## src/rtl/game_flow_ctrl_if.sv

```systemverilog
// game_flow_ctrl_if: groups the controller's key, score and frame-gating signals.
//   master : controller side (drives Score_Reset, Frame_En, Level, Spawn_Period, Spawn, State)
//   slave  : environment side (drives Frame_Clk, Start, Pause, Score, gameOver)
interface game_flow_ctrl_if;
    logic        Frame_Clk;
    logic        Start;
    logic        Pause;
    logic [15:0] Score;
    logic        gameOver;
    logic        Score_Reset;
    logic        Frame_En;
    logic [2:0]  Level;
    logic [7:0]  Spawn_Period;
    logic        Spawn;
    logic [1:0]  State;

    modport master (
        input  Frame_Clk, Start, Pause, Score, gameOver,
        output Score_Reset, Frame_En, Level, Spawn_Period, Spawn, State
    );

    modport slave (
        output Frame_Clk, Start, Pause, Score, gameOver,
        input  Score_Reset, Frame_En, Level, Spawn_Period, Spawn, State
    );
endinterface

```

## src/rtl/game_flow_ctrl.sv

```systemverilog
// game_flow_ctrl: top-level game sequencer. Steps IDLE -> PLAYING <-> PAUSED -> OVER -> IDLE,
// gates the frame clock, raises difficulty level from the score and paces object spawns.
//   Clk          : system clock
//   Reset_n      : asynchronous active-low reset
//   gf (master)  : Frame_Clk/Start/Pause/Score/gameOver in;
//                  Score_Reset/Frame_En/Level/Spawn_Period/Spawn/State out
module game_flow_ctrl #(
    parameter int unsigned LEVEL_STEP  = 10,
    parameter int unsigned MAX_LEVEL   = 7,
    parameter int unsigned BASE_PERIOD = 60,
    parameter int unsigned PERIOD_STEP = 6,
    parameter int unsigned MIN_PERIOD  = 12,
    parameter int unsigned HOLD_FRAMES = 120
) (
    input logic             Clk,
    input logic             Reset_n,
    game_flow_ctrl_if.master gf
);

    localparam int unsigned HoldW = $clog2(HOLD_FRAMES + 1);

    typedef enum logic [1:0] {
        StIdle    = 2'd0,
        StPlaying = 2'd1,
        StPaused  = 2'd2,
        StOver    = 2'd3
    } state_e;

    state_e state_q, state_d;

    logic             frame_prev_q, start_prev_q, pause_prev_q;
    logic             tick, start_edge, pause_edge;
    logic             frame_en_q, frame_en_d;
    logic [HoldW-1:0] hold_q;
    logic             hold_full;
    logic [2:0]       level_q;
    logic [15:0]      thr_q;
    logic [7:0]       spawn_cnt_q;
    logic [7:0]       period;
    logic             spawn_due;

    // Edge registers reset to 1 so a key held through reset is not taken as a press.
    assign tick       = gf.Frame_Clk & ~frame_prev_q;
    assign start_edge = gf.Start & ~start_prev_q;
    assign pause_edge = gf.Pause & ~pause_prev_q;

    always_ff @(posedge Clk or negedge Reset_n) begin
        if (!Reset_n) begin
            frame_prev_q <= 1'b1;
            start_prev_q <= 1'b1;
            pause_prev_q <= 1'b1;
        end else begin
            frame_prev_q <= gf.Frame_Clk;
            start_prev_q <= gf.Start;
            pause_prev_q <= gf.Pause;
        end
    end

    // ---------------- FSM: state register ----------------
    always_ff @(posedge Clk or negedge Reset_n) begin
        if (!Reset_n) begin
            state_q <= StIdle;
        end else begin
            state_q <= state_d;
        end
    end

    // ---------------- FSM: next state ----------------
    always_comb begin
        state_d = state_q;
        case (state_q)
            StIdle:    if (start_edge) state_d = StPlaying;
            StPlaying: begin
                // gameOver wins over a simultaneous pause press.
                if (gf.gameOver)     state_d = StOver;
                else if (pause_edge) state_d = StPaused;
            end
            StPaused:  if (pause_edge) state_d = StPlaying;
            StOver:    if (start_edge && hold_full) state_d = StIdle;
            default:   state_d = StIdle;
        endcase
    end

    // ---------------- FSM: outputs ----------------
    always_comb begin
        gf.Score_Reset = (state_q == StIdle);
        gf.State       = state_q;
        gf.Spawn       = (state_q == StPlaying) & spawn_due;
    end

    // Frame_En only rises on a true tick, so entering PLAYING with Frame_Clk high is glitch-free.
    assign frame_en_d = gf.Frame_Clk & (state_q == StPlaying) & (frame_en_q | tick);

    always_ff @(posedge Clk or negedge Reset_n) begin
        if (!Reset_n) begin
            frame_en_q <= 1'b0;
        end else begin
            frame_en_q <= frame_en_d;
        end
    end

    assign gf.Frame_En = frame_en_q;

    // Hold counter: frame ticks spent in OVER, saturating; cleared in any other state.
    assign hold_full = (hold_q == HoldW'(HOLD_FRAMES));

    always_ff @(posedge Clk or negedge Reset_n) begin
        if (!Reset_n) begin
            hold_q <= '0;
        end else if (state_q != StOver) begin
            hold_q <= '0;
        end else if (tick && !hold_full) begin
            hold_q <= hold_q + 1'b1;
        end
    end

    // Difficulty level: at most one step per Clk while the score is at or past the threshold.
    always_ff @(posedge Clk or negedge Reset_n) begin
        if (!Reset_n) begin
            level_q <= 3'd0;
            thr_q   <= 16'(LEVEL_STEP);
        end else if (state_q == StIdle) begin
            level_q <= 3'd0;
            thr_q   <= 16'(LEVEL_STEP);
        end else if (state_q == StPlaying && gf.Score >= thr_q && level_q < 3'(MAX_LEVEL)) begin
            level_q <= level_q + 3'd1;
            thr_q   <= thr_q + 16'(LEVEL_STEP);
        end
    end

    assign gf.Level = level_q;

    // Spawn period = max(BASE - level*STEP, MIN), with the subtraction guarded against wrap.
    always_comb begin
        int unsigned dec;
        int unsigned diff;
        dec  = {29'd0, level_q} * PERIOD_STEP;
        diff = 0;
        if (dec >= BASE_PERIOD) begin
            period = 8'(MIN_PERIOD);
        end else begin
            diff   = BASE_PERIOD - dec;
            period = (diff < MIN_PERIOD) ? 8'(MIN_PERIOD) : 8'(diff);
        end
    end

    assign gf.Spawn_Period = period;

    // Spawn counter: level changes only take effect at the next reload.
    assign spawn_due = tick & (spawn_cnt_q <= 8'd1);

    always_ff @(posedge Clk or negedge Reset_n) begin
        if (!Reset_n) begin
            spawn_cnt_q <= 8'(BASE_PERIOD);
        end else if (state_q == StIdle && start_edge) begin
            spawn_cnt_q <= period;
        end else if (state_q == StPlaying && tick) begin
            spawn_cnt_q <= spawn_due ? period : spawn_cnt_q - 8'd1;
        end
    end

endmodule

```

## src/flat_wrapper.sv

```systemverilog
// flat-port wrapper written by rule: the top's interface ports become plain ports
module game_flow_ctrl_flat 
#(
    parameter int unsigned LEVEL_STEP  = 10,
    parameter int unsigned MAX_LEVEL   = 7,
    parameter int unsigned BASE_PERIOD = 60,
    parameter int unsigned PERIOD_STEP = 6,
    parameter int unsigned MIN_PERIOD  = 12,
    parameter int unsigned HOLD_FRAMES = 120
)
  (Clk, Reset_n, gf_Frame_Clk, gf_Start, gf_Pause, gf_Score, gf_gameOver, gf_Score_Reset, gf_Frame_En, gf_Level, gf_Spawn_Period, gf_Spawn, gf_State);
  game_flow_ctrl_if gf_i ();
  input logic Clk;
  input logic Reset_n;
  input wire logic [$bits(gf_i.Frame_Clk)-1:0] gf_Frame_Clk;
  input wire logic [$bits(gf_i.Start)-1:0] gf_Start;
  input wire logic [$bits(gf_i.Pause)-1:0] gf_Pause;
  input wire logic [$bits(gf_i.Score)-1:0] gf_Score;
  input wire logic [$bits(gf_i.gameOver)-1:0] gf_gameOver;
  output wire logic [$bits(gf_i.Score_Reset)-1:0] gf_Score_Reset;
  output wire logic [$bits(gf_i.Frame_En)-1:0] gf_Frame_En;
  output wire logic [$bits(gf_i.Level)-1:0] gf_Level;
  output wire logic [$bits(gf_i.Spawn_Period)-1:0] gf_Spawn_Period;
  output wire logic [$bits(gf_i.Spawn)-1:0] gf_Spawn;
  output wire logic [$bits(gf_i.State)-1:0] gf_State;
  assign gf_i.Frame_Clk = gf_Frame_Clk;
  assign gf_i.Start = gf_Start;
  assign gf_i.Pause = gf_Pause;
  assign gf_i.Score = gf_Score;
  assign gf_i.gameOver = gf_gameOver;
  assign gf_Score_Reset = gf_i.Score_Reset;
  assign gf_Frame_En = gf_i.Frame_En;
  assign gf_Level = gf_i.Level;
  assign gf_Spawn_Period = gf_i.Spawn_Period;
  assign gf_Spawn = gf_i.Spawn;
  assign gf_State = gf_i.State;
  game_flow_ctrl #(.LEVEL_STEP(LEVEL_STEP), .MAX_LEVEL(MAX_LEVEL), .BASE_PERIOD(BASE_PERIOD), .PERIOD_STEP(PERIOD_STEP), .MIN_PERIOD(MIN_PERIOD), .HOLD_FRAMES(HOLD_FRAMES)) u_core (.Clk(Clk), .Reset_n(Reset_n), .gf(gf_i));
endmodule
```

## config.mk

```make
export PLATFORM = sky130hd
export DESIGN_NAME = game_flow_ctrl_flat
export DESIGN_NICKNAME = d
export VERILOG_FILES = /design/src/rtl/game_flow_ctrl_if.sv /design/src/rtl/game_flow_ctrl.sv /design/src/flat_wrapper.sv
export SDC_FILE = /design/constraint.sdc
export NUM_CORES = 1
export LEC_CHECK = 0
export BUFFER_PORTS_ARGS = -buffer_cell sky130_fd_sc_hd__clkbuf_2
export CAP_MARGIN = 20
export CORE_AREA = 2 2 107 109
export DETAILED_ROUTE_END_ITERATION = 6
export DIE_AREA = 0 0 109 111
export PLACE_DENSITY_LB_ADDON = 0.15
export REMOVE_ABC_BUFFERS = 1
export SLEW_MARGIN = 40
export SYNTH_ARGS = -nofsm -noshare
export SYNTH_HDL_FRONTEND = slang
export SYNTH_SLANG_ARGS = --single-unit
```

## constraint.sdc

```tcl
create_clock -name Clk -period 2.8 [get_ports Clk]
set_clock_uncertainty 0.05 [all_clocks]
set_input_delay 0.42 -clock Clk [delete_from_list [all_inputs] [get_ports Clk]]
set_output_delay 0.42 -clock Clk [all_outputs]
set_load 0.01 [all_outputs]
```

==> results.yml <==
die:
  core.rowCount: 39
  die_x_um: 109
  floorplan.die.height_um: 111
  core_area_um2: 11080
  io_pins: 38
  dieArea_um2: 12100
  initial_core_util: 0.2421
sta:
  maxClockFrequency_ghz: 0.3651
  tightest_slew_ns: 0.5494
  final.setup.worst_slack_ns: 0.06078
  finalHoldWorstSlack_ns: 0.1433
  rsz0062_at_grt: "yes"
  drv_slew: 0
  max-slew-margin-rel: 0.6337
  hold_viol_final: 0
  fin_crit_sh: 0.9783
  time_the_worst_path_needs_with_i_o_delays_and_setup_ns: 2.739
  setup-violations-final: 0
placement:
  dp_hpwl_um: 4825
  gpl.final_weighted_congestion: 0.7597
  placedCellCount: 475
  placement.setup.worst_slack_ns: 0.2329
  portBuffers: 35
synthesis:
  synth.lib_cells_used.distinct: 57
  postSynthAreaPerCell_um2: 8.849
  synth-async-reset-ratio: 1.000
  post_synth_edffs: 0
  post_synthesis_instance_area_um2: 2681
  syn_inst: 303
  total_of_flip_flops_plus_latches_after_synthesis: 39
  ys_seq_area_frac: 0.3682
  dominantRegCellSynth: "sky130_fd_sc_hd__dfrtp_1"
  netlist_top_cells_area: "sky130_fd_sc_hd__dfrtp_1 (28%), sky130_fd_sc_hd__ha_1 (12%), sky130_fd_sc_hd__dfstp_2 (8.8%)"
  yosys.area.top_type_share: 0.2800
  yosys_warnings: 0
  synth_area_leader_cell: "sky130_fd_sc_hd__dfrtp_1"
critical_path:
  worst_path_largest_cell_delay_ns: 0.53
  cp-end-kind: "output port"
  startpoint: "u_core.gf.Level[1]"
  wp_data_arrival_ns: 2.27
  start_kind: "flip-flop"
  critical_path.cell_chain: "ha_2 > fa_2 > nand3b_1 > xor2_1 > o211ai_1 > and2_4 > buf_6"
  peak_fanout_along_the_critical_path: 3
  timing.critical_path.slowest_stage_cell: "sky130_fd_sc_hd__fa_2"
  crit-reg2reg-launch: "u_core.thr_q[11]"
  timing_worst_setup_path_type: "reg -> out"
  worst_ep_required_time_ns: 2.33
pwr:
  power.clock.fraction: 0.216
  irDropWorstVdd_v: 0.0002398
  reg_power_frac: 0.340
  p_leak_nw: 1.388
  comb_power_share: 0.444
  switching_power_mw: 1.071
  switching_share: 0.4069
  power_mw: 2.633
  power.internal_mw: 1.562
  power_density_nw_per_um2: 823.7
flow_run:
  max-cap-violations: 0
route:
  routed_wl_um: 6438
  route.detailed.wl_per_inst_um: 13.25
  via_count: 2260
  number_of_search_and_repair_iterations_in_the_first_detailed_routing_pass: 4
  drt-initial-drc-count: 88
  drc_errors_left: 0
  post_drt_via_cell_ratio: 4.650
  final_antenna_net_count: 0
grt:
  grt_start_max_net_pins: 40
  grt_first_pass_wirelength_um: 11160
  antenna_violations_before_repair: 0
  grt_pass1_vias: 2231
  globalRoute.totalOverflow: 0
  track_usage: 0.1160
clocking:
  cts_num_sinks: 39
  cts_hold_buf: 0
  ctsLongestPathBuffers: 2
  cts-root-buf: "sky130_fd_sc_hd__clkbuf_16"
  htree_num_levels: 2
  cts_inserted_buffers: 5
  clk_pin_slew_ns: 0.06
  clock_latency_ns: 0.29
  clock_tree_from_tritoncts: "done"
finish:
  layout-area-overhead-vs-synth_pct: 19.23
  most-common-layout-cells: "sky130_fd_sc_hd__nor2_1 (34), sky130_fd_sc_hd__clkbuf_2 (34), sky130_fd_sc_hd__dfrtp_1 (30)"
  num_antenna_cells: 0
  final_nets: 390
  layoutNonFillerInstCount: 486
  post_route_cells_drive_above_1_share: 0.2012
  layout.filler_cells: 1198
status:
  run_status: "finished clean"
hold_path:
  hold_path_class: "in -> async"
==> worst max-delay path: cells and delay by family (launching register included) <==
kind | cells | cell delay [ns]
adder cells (fa/ha/maj) | 2 | 0.72
buffers and inverters | 1 | 0.10
flip-flops | 1 | 0.39
AND/OR/NAND/NOR | 2 | 0.31
XOR/XNOR | 1 | 0.16
AO/OA/AOI/OAI | 1 | 0.30
==> repair_timing <==
item,in CTS,in global routing
buffers inserted,2,1
pin swaps,4,6
resized for setup,3,3
setup endpoints to repair,3,3
==> cell type report <==
class                           count  area, um2  share of cell area
Timing Repair Buffer               44      252.7             0.07906
Tap cell                          143      178.9             0.05597
Inverter                           25      93.84             0.02935
Multi-Input combinational cell    227       1543              0.4826
Clock inverter                      2      12.51            0.003914
Clock buffer                        6      128.9             0.04031
Sequential cell                    39      987.2              0.3088
==> per-layer routing <==
metal	GRT usage	routed length (um)	up-vias
met3	0.02234	241	6
met4	0.03590	93	0
met5	0	0	-
met1	0.1624	3150	1070
li1	-	-	1146
met2	0.1793	2952	38
==> worst paths after layout <==
check	slack [ns]	to	cells past startpoint
setup / recovery	0.06	gf_Spawn_Period[1]	7
hold / removal	0.14	u_core.spawn_cnt_q[1]	2
setup reg to reg	0.42	u_core.thr_q[12]	8
hold reg to reg	0.46	u_core.spawn_cnt_q[4]	2
max in group asynchronous	2.16	u_core.thr_q[3]	2
min in group Clk	0.18	u_core.start_prev_q	1
==> cell families (layout without fill, tap and decap cells) <==
kind of cell             count (synthesis)  in the layout  synth area share
XOR/XNOR                                13             13           0.04246
AO/OA/AOI/OAI                           73             73            0.1811
adder cells (fa/ha/maj)                 26             26            0.1241
AND/OR/NAND/NOR                        110            110            0.2086
other                                    1              1          0.001399
flip-flops                              39             39            0.3682
multiplexers                             4              4           0.01493
buffers and inverters                   37             77           0.05926
==> cell usage after synthesis (all sizes together), types with 3 or more instances <==
cell type / instances
nor3: 6
a21oi: 24
nor2: 34
xnor2: 7
a21o: 3
o31ai: 3
nor2b: 5
xor2: 6
nand3: 11
nand2b: 5
nor4: 5
o21ai: 15
a31o: 3
clkbuf: 5
o21a: 4
nand2: 19
buf: 7
or3: 3
nand4: 6
and2: 4
dfstp: 9
ha: 25
mux2i: 4
dfrtp: 30
inv: 25
o211ai: 3
==> per-stage QoR <==
step | cell area, um2 | util | setup TNS [ns]
floorplan | 2616 | - | 0
global route | 3197 | 0.2886 | -0.1591
detailed placement | 3015 | 0.2722 | 0
global placement | 3015 | 0.2722 | 0
finish | 3197 | 0.2886 | 0
CTS | 3179 | 0.2870 | -0.02085
==> state kept, by name, summed over array words and instances, names as in the netlist, 2 cells and up <==
name / cells
u_core.spawn_cnt_q: 8
u_core.hold_q: 7
u_core.thr_q: 15
u_core.gf.Level: 3
u_core.gf.State: 2
==> power groups by stage <==
stage               registers (mW)  logic (mW)  clock network [mW]
global placement             0.904        1.11                   0
floorplan                    0.892       0.751                   0
finish                       0.896        1.17               0.568
CTS                          0.895        1.16               0.590
global route                 0.930        1.34               0.617
detailed placement           0.903        1.13                   0
No activity file was read; power rests on OpenSTA's default activity.
